<file path="src/rtl/hazard_scoreboard.sv">
// hazard_scoreboard: tracks in-flight register writes and raises the decode stall for RAW, WAW and capacity hazards
module hazard_scoreboard #(
  parameter int ADDR_W  = 5,
  parameter int DEPTH   = 4,
  parameter int MAX_LAT = 4,
  parameter int CNT_W   = $clog2(MAX_LAT + 1),
  parameter int OCC_W   = $clog2(DEPTH + 1)
) (
  input  logic                 clk,
  input  logic                 rst_n,
  input  logic                 issue_valid,
  input  logic                 issue_we,
  input  logic [ADDR_W-1:0]    issue_waddr,
  input  logic [CNT_W-1:0]     issue_lat,
  input  logic [ADDR_W-1:0]    rs_addr,
  input  logic [ADDR_W-1:0]    rt_addr,
  input  logic                 rs_used,
  input  logic                 rt_used,
  input  logic                 flush,
  output logic                 stall,
  output logic                 raw_hazard,
  output logic                 waw_hazard,
  output logic                 full,
  output logic [OCC_W-1:0]     occupancy,
  output logic [2**ADDR_W-1:0] pending
);
  localparam int IDX_W = DEPTH > 1 ? $clog2(DEPTH) : 1;
  logic [DEPTH-1:0]    r_valid;
  logic [ADDR_W-1:0]   r_waddr [DEPTH];
  logic [CNT_W-1:0]    r_cnt   [DEPTH];
  logic [CNT_W-1:0]    w_lat;
  logic                w_need;
  logic                w_alloc;
  logic                w_rs_hit;
  logic                w_rt_hit;
  logic                w_waw_hit;
  logic                w_free_found;
  logic [IDX_W-1:0]    w_free_idx;
  logic [OCC_W-1:0]    w_occ;
  logic [2**ADDR_W-1:0] w_pending;
  assign w_lat      = (issue_lat > CNT_W'(MAX_LAT)) ? CNT_W'(MAX_LAT) : issue_lat;
  assign w_need     = issue_we & (issue_waddr != '0) & (w_lat != '0);
  assign raw_hazard = (rs_used & (rs_addr != '0) & w_rs_hit) | (rt_used & (rt_addr != '0) & w_rt_hit);
  assign waw_hazard = issue_we & (issue_waddr != '0) & w_waw_hit;
  assign full       = &r_valid;
  assign stall      = issue_valid & (raw_hazard | waw_hazard | (full & w_need));
  assign w_alloc    = issue_valid & ~stall & ~flush & w_need & w_free_found;
  assign occupancy  = w_occ;
  assign pending    = w_pending;
  // Scan entries for operand matches, late-completing same-destination writes, occupancy and the lowest free slot
  always_comb begin
    w_rs_hit     = 1'b0;
    w_rt_hit     = 1'b0;
    w_waw_hit    = 1'b0;
    w_free_found = 1'b0;
    w_free_idx   = '0;
    w_occ        = '0;
    w_pending    = '0;
    for (int i = 0; i < DEPTH; i++) begin
      if (r_valid[i]) begin
        w_rs_hit  = w_rs_hit  | (r_waddr[i] == rs_addr);
        w_rt_hit  = w_rt_hit  | (r_waddr[i] == rt_addr);
        w_waw_hit = w_waw_hit | ((r_waddr[i] == issue_waddr) & (r_cnt[i] > w_lat));
        w_occ     = w_occ + OCC_W'(1);
        w_pending[r_waddr[i]] = 1'b1;
      end else if (!w_free_found) begin
        w_free_found = 1'b1;
        w_free_idx   = IDX_W'(i);
      end
    end
    w_pending[0] = 1'b0;
  end
  // Entry update: flush wins, otherwise allocate into the chosen free slot and count down the rest
  always_ff @(posedge clk or negedge rst_n) begin
    if (!rst_n) begin
      r_valid <= '0;
      for (int i = 0; i < DEPTH; i++) begin
        r_waddr[i] <= '0;
        r_cnt[i]   <= '0;
      end
    end else if (flush) begin
      r_valid <= '0;
    end else begin
      for (int i = 0; i < DEPTH; i++) begin
        if (w_alloc && w_free_idx == IDX_W'(i)) begin
          r_valid[i] <= 1'b1;
          r_waddr[i] <= issue_waddr;
          r_cnt[i]   <= w_lat;
        end else if (r_valid[i]) begin
          if (r_cnt[i] <= CNT_W'(1)) r_valid[i] <= 1'b0;
          else r_cnt[i] <= r_cnt[i] - CNT_W'(1);
        end
      end
    end
  end
endmodule
</file>
<file path="config.mk">
export PLATFORM = sky130hd
export DESIGN_NAME = hazard_scoreboard
export DESIGN_NICKNAME = d
export VERILOG_FILES = /design/src/rtl/hazard_scoreboard.sv
export SDC_FILE = /design/constraint.sdc
export NUM_CORES = 1
export LEC_CHECK = 0
export ABC_CLOCK_PERIOD_IN_PS = 3100
export BUFFER_PORTS_ARGS = -buffer_cell sky130_fd_sc_hd__buf_2
export CAP_MARGIN = 10
export CORE_MARGIN = 2
export CORE_UTILIZATION = 50
export DETAILED_ROUTE_END_ITERATION = 8
export PLACE_DENSITY_LB_ADDON = 0.05
export SYNTH_ARGS = -nofsm -noshare
export SYNTH_HDL_FRONTEND = slang
export SYNTH_SLANG_ARGS = --single-unit
</file>
<file path="constraint.sdc">
create_clock -name clk -period 3.1 [get_ports clk]
set_clock_uncertainty 0.1 [all_clocks]
set_input_delay 0.775 -clock clk [delete_from_list [all_inputs] [get_ports clk]]
set_output_delay 0.775 -clock clk [all_outputs]
set_load 0.005 [all_outputs]
</file>
==> flow_summary.yaml, run 1 <==
grt:
  grt_start_max_net_pins: 37
  grt_pass1_vias: 3725
  groute.usage.overall: 0.290
  grt_overflow: 0
  antenna_found_initial: 1
  grt_pass1_wl_mm: 19.5
critical_path:
  max_stage_delay_cell_worst_path: "nor4_2"
  worst_endpoint_required_time_ps: 2220
  critical_path_class: "in -> out"
  cp.arrival_ps: 2580
  max_stage_delay_ps: 320
  crit_path_end_kind: "output port"
  startpoint_type: "input pin"
  crit_path_cell_trace: "buf_8, clkinvlp_4, nand2_4, buf_6, ha_1, a21oi_1, a31o_2, a211oi_2, nor4_2, nor2_1, o31a_1, buf_2"
  critical_path_peak_fanout: 6
sta:
  report.final.slew_viol_count: 0
  worst_hold_slack_ps: 484
  setup_viol: 2
  post-route-min-period_ps: 3450
  rsz0062_at_grt: "yes"
  achievable-frequency_mhz: 290
  worst_slack_ps: -353
  slew_headroom: 0.415
  timing.final.crit_share: 1.11
  finalHoldViolations: 0
  slew_at_the_pin_closest_to_its_max_slew_limit_ps: 871
power_and_ir_drop:
  max-vdd-ir-drop_mv: 0.361
  post-layout-total-power_uw: 1850
  power-per-cell-area_nw_per_um2: 385
  cellLeakagePower_uw: 0.00217
place:
  gp_congestion: 0.864
  post-place-cells: 607
  placedInstanceArea_um2: 4570
  dp_hpwl_mm: 9.55
  portBuffers: 62
die:
  floorplan.io_pins: 64
  core.rowCount: 32
  dieArea_um2: 8720
  floorplan.die.height_um: 93.4
  floorplan.core_area_um2: 7730
  width_of_the_chip_um: 93.4
  floorplan.initialDensity: 0.517
route:
  dr.pass1.iters: 4
  viasPerCell: 6.03
  route.antenna.remaining_nets: 0
  post_drt_wl_per_cell_um: 19.8
  first_iter_violations: 202
  drt_drc_violations_left: 0
  drt-total-wl_mm: 12.3
  vias: 3741
cts:
  clkSinkCount: 36
  clk_pin_slew_worst_paths_ps: 80
  tritoncts: "yes"
  htreeDepth: 2
  clkLatencyLatePin_ps: 290
  cts_buffer_depth: 2
  ctsRootBufferMaster: "clkbuf_8"
  cts_inserted_buffers: 5
status:
  failed_checks: "negative setup slack"
  status: "finished, violations left"
synthesis:
  synthesis.nets: 490
  synth-async-reset-ratio: 1.00
  register_bit_total_from_synthesis: 36
  post_synth_inst_count: 445
  synth.top_cells.by_area: "dfrtp_1, xnor2_1, xor2_1"
  yosys.area.top_type: "dfrtp_1"
  mappedNetlistArea_um2: 3990
  synth_sequential_area_ratio: 0.226
  synth_ff_type: "dfrtp_1"
  area_share_of_the_largest_cell_type_after_synthesis: 0.226
  yosysWarnings: 0
  avgSynthCellArea_um2: 8.97
  synth.cells.most_frequent: "xnor2_1, xor2_1, dfrtp_1"
  count_of_flip_flops_with_a_built_in_enable_after_synthesis: 0
  synth_cell_type_count: 58
layout:
  finish.net_count: 562
  post_layout_nonfiller_instances: 620
  share_of_layout_cells_above_drive_strength_1: 0.361
  area_delta_synth_final_pct: 20.5
  final_design_area_no_fill_um2: 4810
  antenna_cells_inserted: 0
min_path:
  hold_path_class: "in -> async"
flow_run:
  max_cap_violations: 0
-- registers in the layout (all words and copies together) (netlist names) --
name and flops:
r_waddr 20, r_valid 4, r_cnt 12
-- critical path, delay by kind of cell --
family | cells | cell delay (ps)
fa+ha+maj | 1 | 170
buf+inv | 4 | 480
compound gates | 4 | 600
simple gates | 3 | 540
-- logic make-up (layout without fill, tap and decap cells) --
logic type               after synthesis  count (layout)  synth area share
AND/OR/NAND/NOR                      124             124             0.200
AO/OA/AOI/OAI                         94              94             0.177
XOR/XNOR                              75              75             0.166
buffers and inverters                 61             134            0.0711
flip-flops                            36              36             0.226
multiplexers                          34              34            0.0965
adder cells (fa/ha/maj)               20              20            0.0627
other                                  1               1          0.000939
-- report_power, final --
part | switching [uW] | total (uW) | internal, uW
logic | 406 | 797 | 391
registers | 157 | 709 | 551
clock network | 168 | 350 | 182
-- cells in the final DEF (no fill, tap or decap), drive strengths merged, types with 5 or more instances in the layout --
master  instances
and3            5
o21ai           8
a21oi          13
nor3b           9
nor3            5
xor2           37
ha             20
o221ai          9
buf           109
nor2           21
inv            16
nand4           6
a221o          22
xnor2          38
nand2          17
nand3b         10
a22oi           9
nand3          15
or3b            8
mux2i          13
mux2           21
dfrtp          36
clkbuf          8
nor4            9
o22ai          22
-- what timing repair did --
item,CTS,global route
pin swaps,7,9
hold buffers,0,0
buffers inserted,5,0
endpoints found under the setup margin,17,23
gates resized for setup,12,18
-- through the flow --
| stage | util | TNS, ps | worst slack (ps) |
|---|---|---|---|
| after floorplan | - | -832 | -157 |
| after global placement | 0.592 | -6750 | -361 |
| after detailed placement | 0.592 | -10100 | -449 |
| after CTS | 0.616 | -625 | -347 |
| after global routing | 0.623 | -976 | -497 |
| final | 0.623 | -632 | -353 |
-- routing by layer --
metal / global-route usage / routed length (um) / up-vias
met5: 0 / 0 / -
met4: 0.161 / 645 / 0
met3: 0.0355 / 616 / 34
met2: 0.497 / 6010 / 135
met1: 0.353 / 5030 / 1799
li1: - / - / 1773
-- final timing paths --
check                              from    endpoint  slack, ps  cells after the start
setup / recovery           issue_lat[2]       stall       -350                     12
hold / removal                    rst_n    r_cnt[3]        480                      1
setup reg to reg               r_cnt[2]  r_waddr[6]        520                      8
hold reg to reg              r_waddr[7]  r_waddr[7]        520                      1
max in group asynchronous         rst_n  r_valid[1]       1840                      1
min in group clk             r_waddr[7]  r_waddr[7]        520                      1
-- cell type report --
class | instances | area (um2)
multi-input combinational | 348 | 2930
fill | 709 | 2920
sequential | 36 | 906
timing repair buffer | 109 | 693
tap | 102 | 128
clock buffer | 8 | 90.1
inverter | 17 | 67.6
No activity file was read; power rests on OpenSTA's default activity.
==> run 2, diff against run 1 <==
--- a/config.mk
+++ b/config.mk
@@ -7,3 +7,3 @@
 export LEC_CHECK = 0
-export ABC_CLOCK_PERIOD_IN_PS = 3100
+export ABC_CLOCK_PERIOD_IN_PS = 3170
 export BUFFER_PORTS_ARGS = -buffer_cell sky130_fd_sc_hd__buf_2
==> constraint.sdc (replaced) <==
create_clock -name clk -period 3.17 [get_ports clk]
set_clock_uncertainty 0.1 [all_clocks]
set_input_delay 0.7925 -clock clk [delete_from_list [all_inputs] [get_ports clk]]
set_output_delay 0.7925 -clock clk [all_outputs]
set_load 0.05 [all_outputs]
==> run 2 against run 1 <==
  * The flow still finishes with violations (negative setup slack)
  * Combinational power rose by 9.9%
  * Non-clock buffer count rose by 11
  * Die area did not move
  * Via count rose by 3.2%
  * Critical path depth fell by 1
  * Worst hold slack got worse by 3.2 ps
==> flow_summary.yaml, run 2 (synthesized netlist as in run 1, its figures left out) <==
critical_path:
  r2r-end: "r_valid[2]"
  worst_endpoint_required_time_ps: 2280
  launching_point_of_the_worst_reg2reg_path: "r_waddr[10]"
  startpoint_type: "input pin"
  reg2reg_setup_slack_ps: 420
  endpoint: "stall"
  crit_path_start: "issue_lat[2]"
  worst-r2r-cell-count: 10
  critical_path_peak_fanout: 4
  cp.arrival_ps: 2660
  critical_path_class: "in -> out"
  crit_path_end_kind: "output port"
min_path:
  hold_path_class: "in -> async"
layout:
  area_delta_synth_final_pct: 28.8
  nFillCells: 612
  finish.net_count: 573
  regArea_um2: 906
  share_of_layout_cells_above_drive_strength_1: 0.386
  top_register: "r_waddr"
  finish.utilization: 0.665
  final_cell_mix: "buf_4, buf_2, xnor2_1, xor2_1, dfrtp_1"
  multi_input_area_um2: 3070
  largest_register_ff_count: 20
  antenna_cells_inserted: 0
  most_common_cell_after_layout_fill_and_taps_aside: "buf_4"
  layout_top_registers: "r_waddr: 20 flops, r_cnt: 12 flops, r_valid: 4 flops"
grt:
  grt_overflow: 0
  antenna_found_initial: 1
  grt_start_max_net_pins: 37
  grt_pass1_vias: 3704
  groute.usage.overall: 0.298
  grt_pass1_wl_mm: 20.1
sta:
  achievable-frequency_mhz: 281
  timing.final.crit_share: 1.12
  rsz0062_at_grt: "yes"
  report.final.slew_viol_count: 0
  setup_viol: 3
  tns_setup_ps: -727
  worst_slack_ps: -387
  slew_at_the_pin_closest_to_its_max_slew_limit_ps: 822
  slew_headroom: 0.452
  post-route-min-period_ps: 3560
  finalHoldViolations: 0
cts:
  cts_inserted_buffers: 5
  htreeDepth: 2
  cts_buffer_depth: 2
  tritoncts: "yes"
  clk_pin_slew_worst_paths_ps: 80
  ctsRootBufferMaster: "clkbuf_8"
  clkSinkCount: 36
  clkLatencyLatePin_ps: 300
route:
  route.antenna.remaining_nets: 0
  viasPerCell: 6.12
  dr.pass1.iters: 6
  first_iter_violations: 261
  vias: 3859
  drt_drc_violations_left: 0
  post_drt_wl_per_cell_um: 20.4
  drt-total-wl_mm: 12.9
die:
  floorplan.die.height_um: 93.4
  dieArea_um2: 8720
  floorplan.core_area_um2: 7730
  width_of_the_chip_um: 93.4
  floorplan.initialDensity: 0.517
  floorplan.io_pins: 64
  core.rowCount: 32
flow_run:
  max_cap_violations: 0
place:
  portBuffers: 62
  dp_hpwl_mm: 9.67
  gp_congestion: 0.956
status:
  status: "finished, violations left"
  failed_checks: "negative setup slack"
power_and_ir_drop:
  cellLeakagePower_uw: 0.00227
  max-vdd-ir-drop_mv: 0.396
  power-per-cell-area_nw_per_um2: 392
## run 2: cell types whose count changed in the layout (fill, tap and decap cells not counted), sizes merged
cell,delta
buf,+11
bufinv,+1
clkinv,+1
clkinvlp,+2
inv,-1
clkbuf,-3
## run 2: metrics by stage
step	setup WS (ps)	area (um2)	instances	hold slack [ps]	power, uW
finish	-387	5140	631	481	2020
detailed placement	-571	4690	616	500	1510
global route	-460	5140	631	567	2140
floorplan	-346	4090	445	397	1290
global placement	-499	4690	616	510	1480
CTS	-431	5060	629	511	1990
## run 2: worst max-delay path, stage by stage
cell and delay (ps):
buf_8 80, clkinvlp_4 130, nand2_4 130, ha_4 210, a21o_1 190, a21oi_2 190
a2111oi_4 60, nor4_4 370, nor2_4 70, o31a_4 290, buf_8 150
## run 2: routing by layer
layer,global-route usage,vias to the layer above,wire (um)
li1,-,1794,-
met1,0.372,1856,5370
met2,0.523,167,6400
met3,0.0379,40,681
met4,0.114,2,431
met5,0,-,13
## run 2: how the worst min path moves through the flow
stage	end	slack, ps
6_report	r_cnt[3]	480
5_1_grt	r_cnt[2]	570
4_1_cts	r_cnt[3]	510
3_5_place_dp	r_cnt[11]	500
3_3_place_gp	r_cnt[4]	510
2_1_floorplan	r_cnt[0]	400
## run 2: final cells by class
type,instances,share of cell area
clock buffers,5,0.0134
clock inverters,3,0.00827
inverters,17,0.0139
multi-input cells,348,0.596
flip-flops and latches,36,0.176
well taps,102,0.0248
repair buffers,120,0.167
## run 2: repair_timing
action,CTS,global route
hold buffers,0,0
setup endpoints to repair,6,18
resized for setup,36,16
pin swaps,13,10
hold endpoints to repair,0,0
buffers inserted,5,4
## run 2: report_power, final
part / switching [uW] / internal, uW / leakage [uW]
clock network: 189 / 233 / 0.0000541
registers: 181 / 539 / 0.000461
logic: 457 / 419 / 0.00175
==> run 3, diff against run 2 <==
- CORE_UTILIZATION: 50 -> 53
==> run 3 against run 2 <==
  * The run still ends with negative setup slack left
  * Clock-buffer cell count is the same
  * Non-clock buffer count grew 8
  * First-iteration DRC count grew 41%
  * Total power shrank 4.2%
  * Sequential power shrank 1%
  * Worst hold slack gained 25 ps
  * Die area shrank 5.4%
  * Register-to-register slack lost 240 ps
  * Flip-flop and latch count is the same
  * Sequential share of layout area shrank 0.11 points
  * Critical endpoint unchanged
  * Highest routed layer is now met4
==> flow_summary.yaml, run 3 (synthesized netlist as in run 1, its figures left out) <==
route:
  route.antenna.remaining_nets: 0
  drt-total-wl_mm: 14.1
  first_iter_violations: 369
  viasPerCell: 6.36
  post_drt_wl_per_cell_um: 22.3
  vias: 4028
  dr.pass1.iters: 4
  drt_drc_violations_left: 0
place:
  portBuffers: 62
  placedInstanceArea_um2: 4730
  place_ws_ps: -524
  dp_hpwl_mm: 9.96
  gp_congestion: 0.948
die:
  core.rowCount: 31
  floorplan.io_pins: 64
  floorplan.initialDensity: 0.548
  floorplan.die.height_um: 90.8
  dieArea_um2: 8250
  floorplan.core_area_um2: 7290
  width_of_the_chip_um: 90.8
cts:
  clk_pin_slew_worst_paths_ps: 70
  cts_inserted_buffers: 5
  htreeDepth: 2
  tritoncts: "yes"
  clkSinkCount: 36
  clkLatencyLatePin_ps: 290
  ctsRootBufferMaster: "clkbuf_8"
  cts_buffer_depth: 2
grt:
  grt_pass1_vias: 4061
  antenna_found_initial: 0
  grt_pass1_wl_mm: 21.5
  groute.usage.overall: 0.332
  grt_overflow: 0
  grt_start_max_net_pins: 37
status:
  status: "finished, violations left"
  failed_checks: "negative setup slack"
sta:
  achievable-frequency_mhz: 276
  finalHoldViolations: 0
  setup_viol: 35
  report.final.slew_viol_count: 0
  slew_headroom: 0.437
  timing.final.crit_share: 1.14
  slew_at_the_pin_closest_to_its_max_slew_limit_ps: 845
  worst_slack_ps: -449
  post-route-min-period_ps: 3620
  tns_setup_ps: -4370
  rsz0062_at_grt: "yes"
  worst_hold_slack_ps: 506
critical_path:
  max_stage_delay_ps: 330
  crit_path_end_kind: "output port"
  critical_path_peak_fanout: 3
  timing.critical_path.max_delay_family: "compound AO/OA/AOI/OAI gates"
  cp.arrival_ps: 2730
  startpoint_type: "input pin"
  critical_path_class: "in -> out"
  worst-path-buf-inv: 4
  crit_path_cell_trace: "buf_8, clkinvlp_4, nand2_4, buf_6, ha_4, a21o_1, a21oi_2, a2111oi_4, nor4_4, nor2_4, o31a_4, buf_8"
  worst_endpoint_required_time_ps: 2280
  cell_mode_on_critical_path: "buf_8"
  max_stage_delay_cell_worst_path: "nor4_4"
layout:
  layout_top_registers: "r_waddr: 20 flops, r_cnt: 12 flops, r_valid: 4 flops"
  final_cell_mix: "buf_4, buf_2, xor2_1, xnor2_1, dfrtp_1"
  area_delta_synth_final_pct: 29.2
  share_of_layout_cells_above_drive_strength_1: 0.391
  most_common_cell_after_layout_fill_and_taps_aside: "buf_4"
  antenna_cells_inserted: 0
  nFillCells: 564
  finish.net_count: 581
  final_design_area_no_fill_um2: 5160
  finish.utilization: 0.708
  largest_register_ff_count: 20
  top_register: "r_waddr"
power_and_ir_drop:
  max-vdd-ir-drop_mv: 0.392
  power-per-cell-area_nw_per_um2: 375
  cellLeakagePower_uw: 0.00229
flow_run:
  max_cap_violations: 0
min_path:
  hold_path_class: "in -> async"
run 3: layer usage:
layer / up-vias / GRT usage / share of wire
met5: - / 0 / 0
met4: 0 / 0.191 / 0.059
met3: 55 / 0.0434 / 0.048
met2: 186 / 0.583 / 0.50
met1: 1976 / 0.387 / 0.39
li1: 1811 / - / -
run 3: path summary, 6_finish.rpt:
path | slack [ps] | to | start | cells after the start
max | -450 | stall | issue_lat[2] | 12
min | 510 | r_valid[3] | rst_n | 1
max reg2reg | 180 | r_cnt[1] | r_cnt[4] | 11
min reg2reg | 580 | r_cnt[2] | r_cnt[2] | 2
max in group asynchronous | 1880 | r_valid[1] | rst_n | 1
min in group clk | 580 | r_cnt[2] | r_cnt[2] | 2
run 3: final cells by class:
type,count,area [um2],area share
multi-input cells,348,3060,0.593
repair buffers,128,933,0.181
flip-flops and latches,36,903,0.175
well taps,99,124,0.0240
inverters,17,71.3,0.0138
clock buffers,5,68.8,0.0133
run 3: repair_timing:
action	4_1_cts	5_1_grt
pin swaps	8	8
endpoints found under the setup margin	21	42
hold buffers	0	0
buffers inserted	9	5
resized for setup	31	24
run 3: per-stage QoR:
stage / power (uW) / std cells
after floorplan: 1290 / 445
after global placement: 1480 / 617
after detailed placement: 1520 / 617
after CTS: 1880 / 630
after global routing: 2040 / 633
final: 1930 / 633
run 3: worst reg2reg max path, stage by stage (launching register included):
cell,delay (ps)
dfrtp_1,440
ha_4,270
a21o_1,200
a21oi_2,190
a2111oi_4,70
nor4_4,400
buf_4,170
nor4b_4,280
buf_4,220
nand4_4,190
buf_6,200
mux2i_1,170
run 3: report_power, final:
| group | internal, uW | leakage (uW) | total [uW] | switching [uW] |
|---|---|---|---|---|
| clock | 142 | 0.0000359 | 300 | 158 |
| sequential | 539 | 0.000463 | 711 | 172 |
| combinational | 428 | 0.00179 | 923 | 495 |
